==> config.mk <==
export PLATFORM = sky130hd
export DESIGN_NAME = guess_game_ctrl
export DESIGN_NICKNAME = d
export VERILOG_FILES = /design/src/rtl/guess_game_ctrl.sv
export SDC_FILE = /design/constraint.sdc
export NUM_CORES = 1
export LEC_CHECK = 0
export BUFFER_PORTS_ARGS = -buffer_cell sky130_fd_sc_hd__clkbuf_2
export CAP_MARGIN = 20
export CORE_MARGIN = 4
export CORE_UTILIZATION = 55
export DETAILED_ROUTE_END_ITERATION = 12
export HOLD_SLACK_MARGIN = 0.15
export PLACE_DENSITY = 0.8
export SLEW_MARGIN = 20
export SYNTH_ARGS = -nofsm -noshare
export SYNTH_HDL_FRONTEND = slang
export SYNTH_SLANG_ARGS = --single-unit
==> constraint.sdc <==
create_clock -name clk -period 3.7 [get_ports clk]
set_input_delay 0.74 -clock clk [delete_from_list [all_inputs] [get_ports clk]]
set_output_delay 0.74 -clock clk [all_outputs]
set_load 0.01 [all_outputs]
==> src/rtl/guess_game_ctrl.sv <==
// Multi-level number-guessing game controller: FSM, LFSR target source,
// timed show/answer phases, lives and level tracking with registered outputs.
module guess_game_ctrl #(
   parameter int          LEVELS   = 3,
   parameter int          BASE_W   = 5,
   parameter longint      SHOW_CYC = 50_000_000,
   parameter longint      PLAY_CYC = 250_000_000,
   parameter int          LIVES    = 3,
   parameter logic [15:0] SEED     = 16'hACE1,
   localparam int         W        = BASE_W + LEVELS - 1,
   localparam int         LW       = $clog2(LEVELS + 1)
) (
   input  logic          clk,
   input  logic          rst,
   input  logic          en,
   input  logic          go,
   input  logic          restart,
   input  logic [W-1:0]  sw,
   output logic [W-1:0]  led,
   output logic [LW-1:0] level,
   output logic [3:0]    lives,
   output logic [31:0]   time_left,
   output logic [2:0]    state,
   output logic          ok_pulse,
   output logic          fail_pulse,
   output logic          win,
   output logic          lose
);

   typedef enum logic [2:0] {
      S_IDLE  = 3'd0,
      S_READY = 3'd1,
      S_SHOW  = 3'd2,
      S_PLAY  = 3'd3,
      S_JUDGE = 3'd4,
      S_WIN   = 3'd5,
      S_LOSE  = 3'd6
   } state_t;

   localparam logic [15:0]   SEED_EFF = (SEED == 16'h0000) ? 16'h0001 : SEED;
   localparam logic [3:0]    LIVES_V  = 4'(LIVES);
   localparam logic [LW-1:0] LAST_LVL = LW'(LEVELS - 1);
   localparam logic [31:0]   SHOW_END = 32'(SHOW_CYC - 1);
   localparam logic [31:0]   PLAY_TL  = 32'(PLAY_CYC);

   state_t        st_reg;
   logic [15:0]   lfsr_reg;
   logic [W-1:0]  target_reg;
   logic [31:0]   show_cnt_reg;
   logic          verdict_reg;
   logic          lfsr_fb;
   logic [LW-1:0] level_up;
   logic [W-1:0]  tgt_same;
   logic [W-1:0]  tgt_up;
   logic [W-1:0]  tgt_zero;
   logic          answer_ok;

   function automatic logic [W-1:0] mask_of(input logic [LW-1:0] k);
      logic [W-1:0] m;
      m = '0;
      for (int i = 0; i < W; i++) begin
         if (i < BASE_W + int'(k)) m[i] = 1'b1;
      end
      return m;
   endfunction

   assign lfsr_fb   = lfsr_reg[15] ^ lfsr_reg[13] ^ lfsr_reg[12] ^ lfsr_reg[10];
   assign level_up  = level + LW'(1);
   assign tgt_same  = lfsr_reg[W-1:0] & mask_of(level);
   assign tgt_up    = lfsr_reg[W-1:0] & mask_of(level_up);
   assign tgt_zero  = lfsr_reg[W-1:0] & mask_of('0);
   assign answer_ok = ((sw & mask_of(level)) == target_reg);
   assign state     = st_reg;

   always_ff @(posedge clk) begin
      if (!rst) begin
         st_reg       <= S_IDLE;
         lfsr_reg     <= SEED_EFF;
         target_reg   <= '0;
         show_cnt_reg <= '0;
         verdict_reg  <= 1'b0;
         level        <= '0;
         lives        <= '0;
         time_left    <= '0;
         led          <= '0;
         ok_pulse     <= 1'b0;
         fail_pulse   <= 1'b0;
         win          <= 1'b0;
         lose         <= 1'b0;
      end else begin
         lfsr_reg   <= {lfsr_reg[14:0], lfsr_fb};
         ok_pulse   <= 1'b0;
         fail_pulse <= 1'b0;
         if (!en) begin
            st_reg       <= S_IDLE;
            show_cnt_reg <= '0;
            verdict_reg  <= 1'b0;
            level        <= '0;
            lives        <= '0;
            time_left    <= '0;
            led          <= '0;
            win          <= 1'b0;
            lose         <= 1'b0;
         end else if (restart || st_reg == S_IDLE ||
                      ((st_reg == S_WIN || st_reg == S_LOSE) && go)) begin
            // Every path into READY starts a fresh game.
            st_reg       <= S_READY;
            show_cnt_reg <= '0;
            level        <= '0;
            lives        <= LIVES_V;
            time_left    <= '0;
            led          <= '0;
            win          <= 1'b0;
            lose         <= 1'b0;
         end else begin
            case (st_reg)
               S_READY: begin
                  if (go) begin
                     st_reg       <= S_SHOW;
                     target_reg   <= tgt_zero;
                     led          <= tgt_zero;
                     show_cnt_reg <= '0;
                  end
               end
               S_SHOW: begin
                  if (show_cnt_reg == SHOW_END) begin
                     st_reg    <= S_PLAY;
                     led       <= '0;
                     time_left <= PLAY_TL;
                  end else begin
                     show_cnt_reg <= show_cnt_reg + 32'd1;
                  end
               end
               S_PLAY: begin
                  // A go on the last answer cycle is still judged on sw.
                  if (go) begin
                     st_reg      <= S_JUDGE;
                     verdict_reg <= answer_ok;
                     ok_pulse    <= answer_ok;
                     fail_pulse  <= !answer_ok;
                     time_left   <= '0;
                  end else if (time_left <= 32'd1) begin
                     st_reg      <= S_JUDGE;
                     verdict_reg <= 1'b0;
                     fail_pulse  <= 1'b1;
                     time_left   <= '0;
                  end else begin
                     time_left <= time_left - 32'd1;
                  end
               end
               S_JUDGE: begin
                  show_cnt_reg <= '0;
                  if (verdict_reg) begin
                     if (level == LAST_LVL) begin
                        st_reg <= S_WIN;
                        win    <= 1'b1;
                        led    <= '1;
                     end else begin
                        st_reg     <= S_SHOW;
                        level      <= level_up;
                        target_reg <= tgt_up;
                        led        <= tgt_up;
                     end
                  end else if (lives <= 4'd1) begin
                     st_reg <= S_LOSE;
                     lives  <= '0;
                     lose   <= 1'b1;
                     led    <= '0;
                  end else begin
                     st_reg     <= S_SHOW;
                     lives      <= lives - 4'd1;
                     target_reg <= tgt_same;
                     led        <= tgt_same;
                  end
               end
               S_WIN, S_LOSE: begin
               end
               default: st_reg <= S_IDLE;
            endcase
         end
      end
   end

endmodule
==> impl_results.md <==
* WHS Path Cells at 1
* Die Height at 106 um
* DR DRC count at 0
* Clk root buf: clkbuf_8
* Crit share post-route at 0.775
* Crit start category: flop
* TritonCTS clock tree: done
* Detailed Place HPWL at 9.83 mm
* TritonCTS Buffers at 9
* CORE AREA at 9330 um2
* Final Cell Area at 5980 um2
* Top FF cell, synth: dfxtp_1
* Critical Setup Path Class: flop to flop
* Yosys reg bits at 108
* Crit end category: flop
* DR vias/cell at 6.05
* Post-DP Area at 5780 um2
* TritonRoute pass-1 iters at 5
* Max Root-Sink Buffers at 2
* H-Tree Depth at 3
* # setup viols final at 0
* Cell Area, Synth at 5330 um2
* Power per Cell Area at 330 nW/um2
* RR Startpoint: state[2]
* Largest family of logic cells by synthesized area: simple AND/OR/NAND/NOR gates
* Post-Synth XOR/XNOR Area at 0.0575
* Initial DRC count at 328
* Hold Fails Final Rpt at 0
* Mapped Avg Cell Area at 8.22 um2
* Die ar. at 11300 um2
* Fin crit period at 2.87 ns
* Via count of the first global-routing pass at 4759
* Leak pwr at 2.26 nW
* Die width at 106 um
* Adder-cell area share of the yosys netlist at 0.0188
* Fmax at 0.349 GHz
* Max_cap viols at 0
* Gate Count Post-Synth at 648
* Post-Synth Simple-Gate Area at 0.310
* Slew @ Worst Pin at 0.783 ns
* Distinct cells, synth at 58
* I/O pin count at 64
* R2R cell count at 5
* Max Slew Vio Count at 0
* EDFF count, synth at 0
* Layout cells sized above 1 at 0.157
* Critical path launch point: state[2]
* First-pass GRT wire length at 22.8 mm
* CP endpoint: target_reg[4]
* Status: finished clean
* Setup Skew at 0.0117 ns
* CP arrival at 3.11 ns
* DR vias at 5068
* Largest net degree at the start of global routing at 27
* Mux contribution to synthesized area at 0.0117
* Overall Global Routing Usage at 0.242
* Worst hold start: lfsr_reg[9]
* Post-cts sizing count at 0
* Slew headroom at 0.473
* Post-CTS Hold Buffers at 0
* Hold Crit Class: flop to flop
* R2R Setup Slk at 0.83 ns
* Initial antenna violation count at 0
* Post-CTS Setup Bufs at 0
* Data required, critical path at 3.94 ns
* Clk sinks at 108
* Ant diodes at 0
* Routability cong. at 0.899
* Final Util at 0.641
* Total wire length at 13.3 mm
* FILL cells at 809
* Post-synthesis sequential area ratio at 0.406
* PortBufs at 63
* FP Rows at 35
* Grt total ovfl at 0
* Clk slew on worst S/H paths at 0.11 ns
* FFs w/ async S/R, synth at 0
* Crit path max fanout at 18
* Layout Area Growth over Synthesis at 12.2%
* Clk_lat worst skew at 0.38 ns
* Nets at 724
* Routed Antenna Nets at 0
* RSZ-0062 raised after global routing: no
* Setup_tns at 0 ns
* Initial Utilization at 0.571
* Maximum vdd drop at 0.355 mV
* Mapped Nets at 668
* Compound-Gate Fraction of Synth Area at 0.161
* R2r endpoint: target_reg[4]
* WL/cell at 15.9 um
* Warnings, synthesis at 0
worst max-delay path: stages (launching register included):
cell	delay (ns)
dfxtp_1	0.66
or4b_2	0.68
nor4_1	0.68
nor3_1	0.15
nand3_1	0.38
o21ai_0	0.18
area by class of cell:
class | instances | area, um2 | area share
Timing Repair Buffer | 75 | 405 | 0.0678
Clock buffer | 9 | 124 | 0.0207
Multi-Input combinational cell | 491 | 2990 | 0.499
Tap cell | 129 | 161 | 0.0270
Inverter | 19 | 71.3 | 0.0119
Sequential cell | 108 | 2160 | 0.362
Clock inverter | 7 | 70.1 | 0.0117
cells in the final DEF (no fill, tap or decap), types with 3 or more instances in the layout:
cell type    n
a211oi_1    14
a21o_1       7
a21oi_1     37
a311oi_1     5
a31oi_1      6
and2_1      11
and3_1       9
and4_1       7
buf_4       11
clkbuf_2    63
clkbuf_8     9
dfxtp_1    108
ha_1         8
inv_1       19
mux2i_1      4
nand2_1     48
nand2b_1    14
nand3_1     25
nand4_1     10
nor2_1      64
nor2b_1      6
nor3_1      51
nor3b_1      7
nor4_1      15
nor4b_1      3
o2111ai_1    3
o211ai_1     7
o21ai_0     30
o31ai_1      4
or2_2        6
or3_1       16
or3b_2       3
or4_1        5
xnor2_1     25
xor2_1      10
cell usage after synthesis (4+ instances only):
cell type | count | area [um2]
a211oi_1 | 14 | 105
a21o_1 | 7 | 52.6
a21oi_1 | 37 | 185
a311oi_1 | 5 | 43.8
a31oi_1 | 6 | 37.5
and2_1 | 11 | 68.8
and3_1 | 9 | 56.3
and4_1 | 7 | 61.3
clkbuf_1 | 25 | 93.8
dfxtp_1 | 108 | 2160
ha_1 | 8 | 100
inv_1 | 19 | 71.3
mux2i_1 | 4 | 40.0
nand2_1 | 48 | 180
nand2b_1 | 14 | 87.6
nand3_1 | 25 | 125
nand4_1 | 10 | 62.6
nor2_1 | 64 | 240
nor2b_1 | 6 | 37.5
nor3_1 | 51 | 255
nor3b_1 | 7 | 52.6
nor4_1 | 16 | 100
o211ai_1 | 7 | 52.6
o21ai_0 | 30 | 150
o31ai_1 | 4 | 30.0
or2_2 | 6 | 37.5
or3_1 | 16 | 100
or4_1 | 5 | 37.5
xnor2_1 | 25 | 219
xor2_1 | 10 | 87.6
how the worst min path moves through the flow:
stage | to | slack [ns]
after floorplan | lfsr_reg[10] | 0.39
after detailed placement | lfsr_reg[10] | 0.40
after global routing | lfsr_reg[10] | 0.45
after global placement | lfsr_reg[15] | 0.39
final | lfsr_reg[10] | 0.42
after CTS | lfsr_reg[10] | 0.42
power by group:
group          internal, mW  leakage [nW]  switching [mW]
clock                 0.263        0.0951           0.441
combinational        0.0331          1.29          0.0489
sequential             1.18         0.875          0.0113
layer usage:
metal  vias to the layer above  GRT usage  routed length [um]
li1                       2466          -                   -
met1                      2402      0.326                5780
met2                       183      0.398                6410
met3                        17     0.0504                 987
met4                         0     0.0584                 148
met5                         -          0                   0
logic make-up after synthesis:
family / after synthesis
and+or+nand+nor: 311
DFF: 108
xor gates and xnor gates: 35
AOI/OAI and AO/OA: 131
buffers and inverters: 49
muxes: 6
adders and majority gates: 8
metrics by stage:
step	total power, mW	std cells	worst slack [ns]	hold slack [ns]
6_report	1.97	838	0.832	0.421
5_1_grt	2.05	838	0.593	0.446
4_1_cts	1.98	837	0.813	0.424
3_5_place_dp	1.30	821	0.782	0.396
3_3_place_gp	1.29	821	0.853	0.392
2_1_floorplan	1.27	648	1.13	0.386
(Power assumes the default switching activity.)
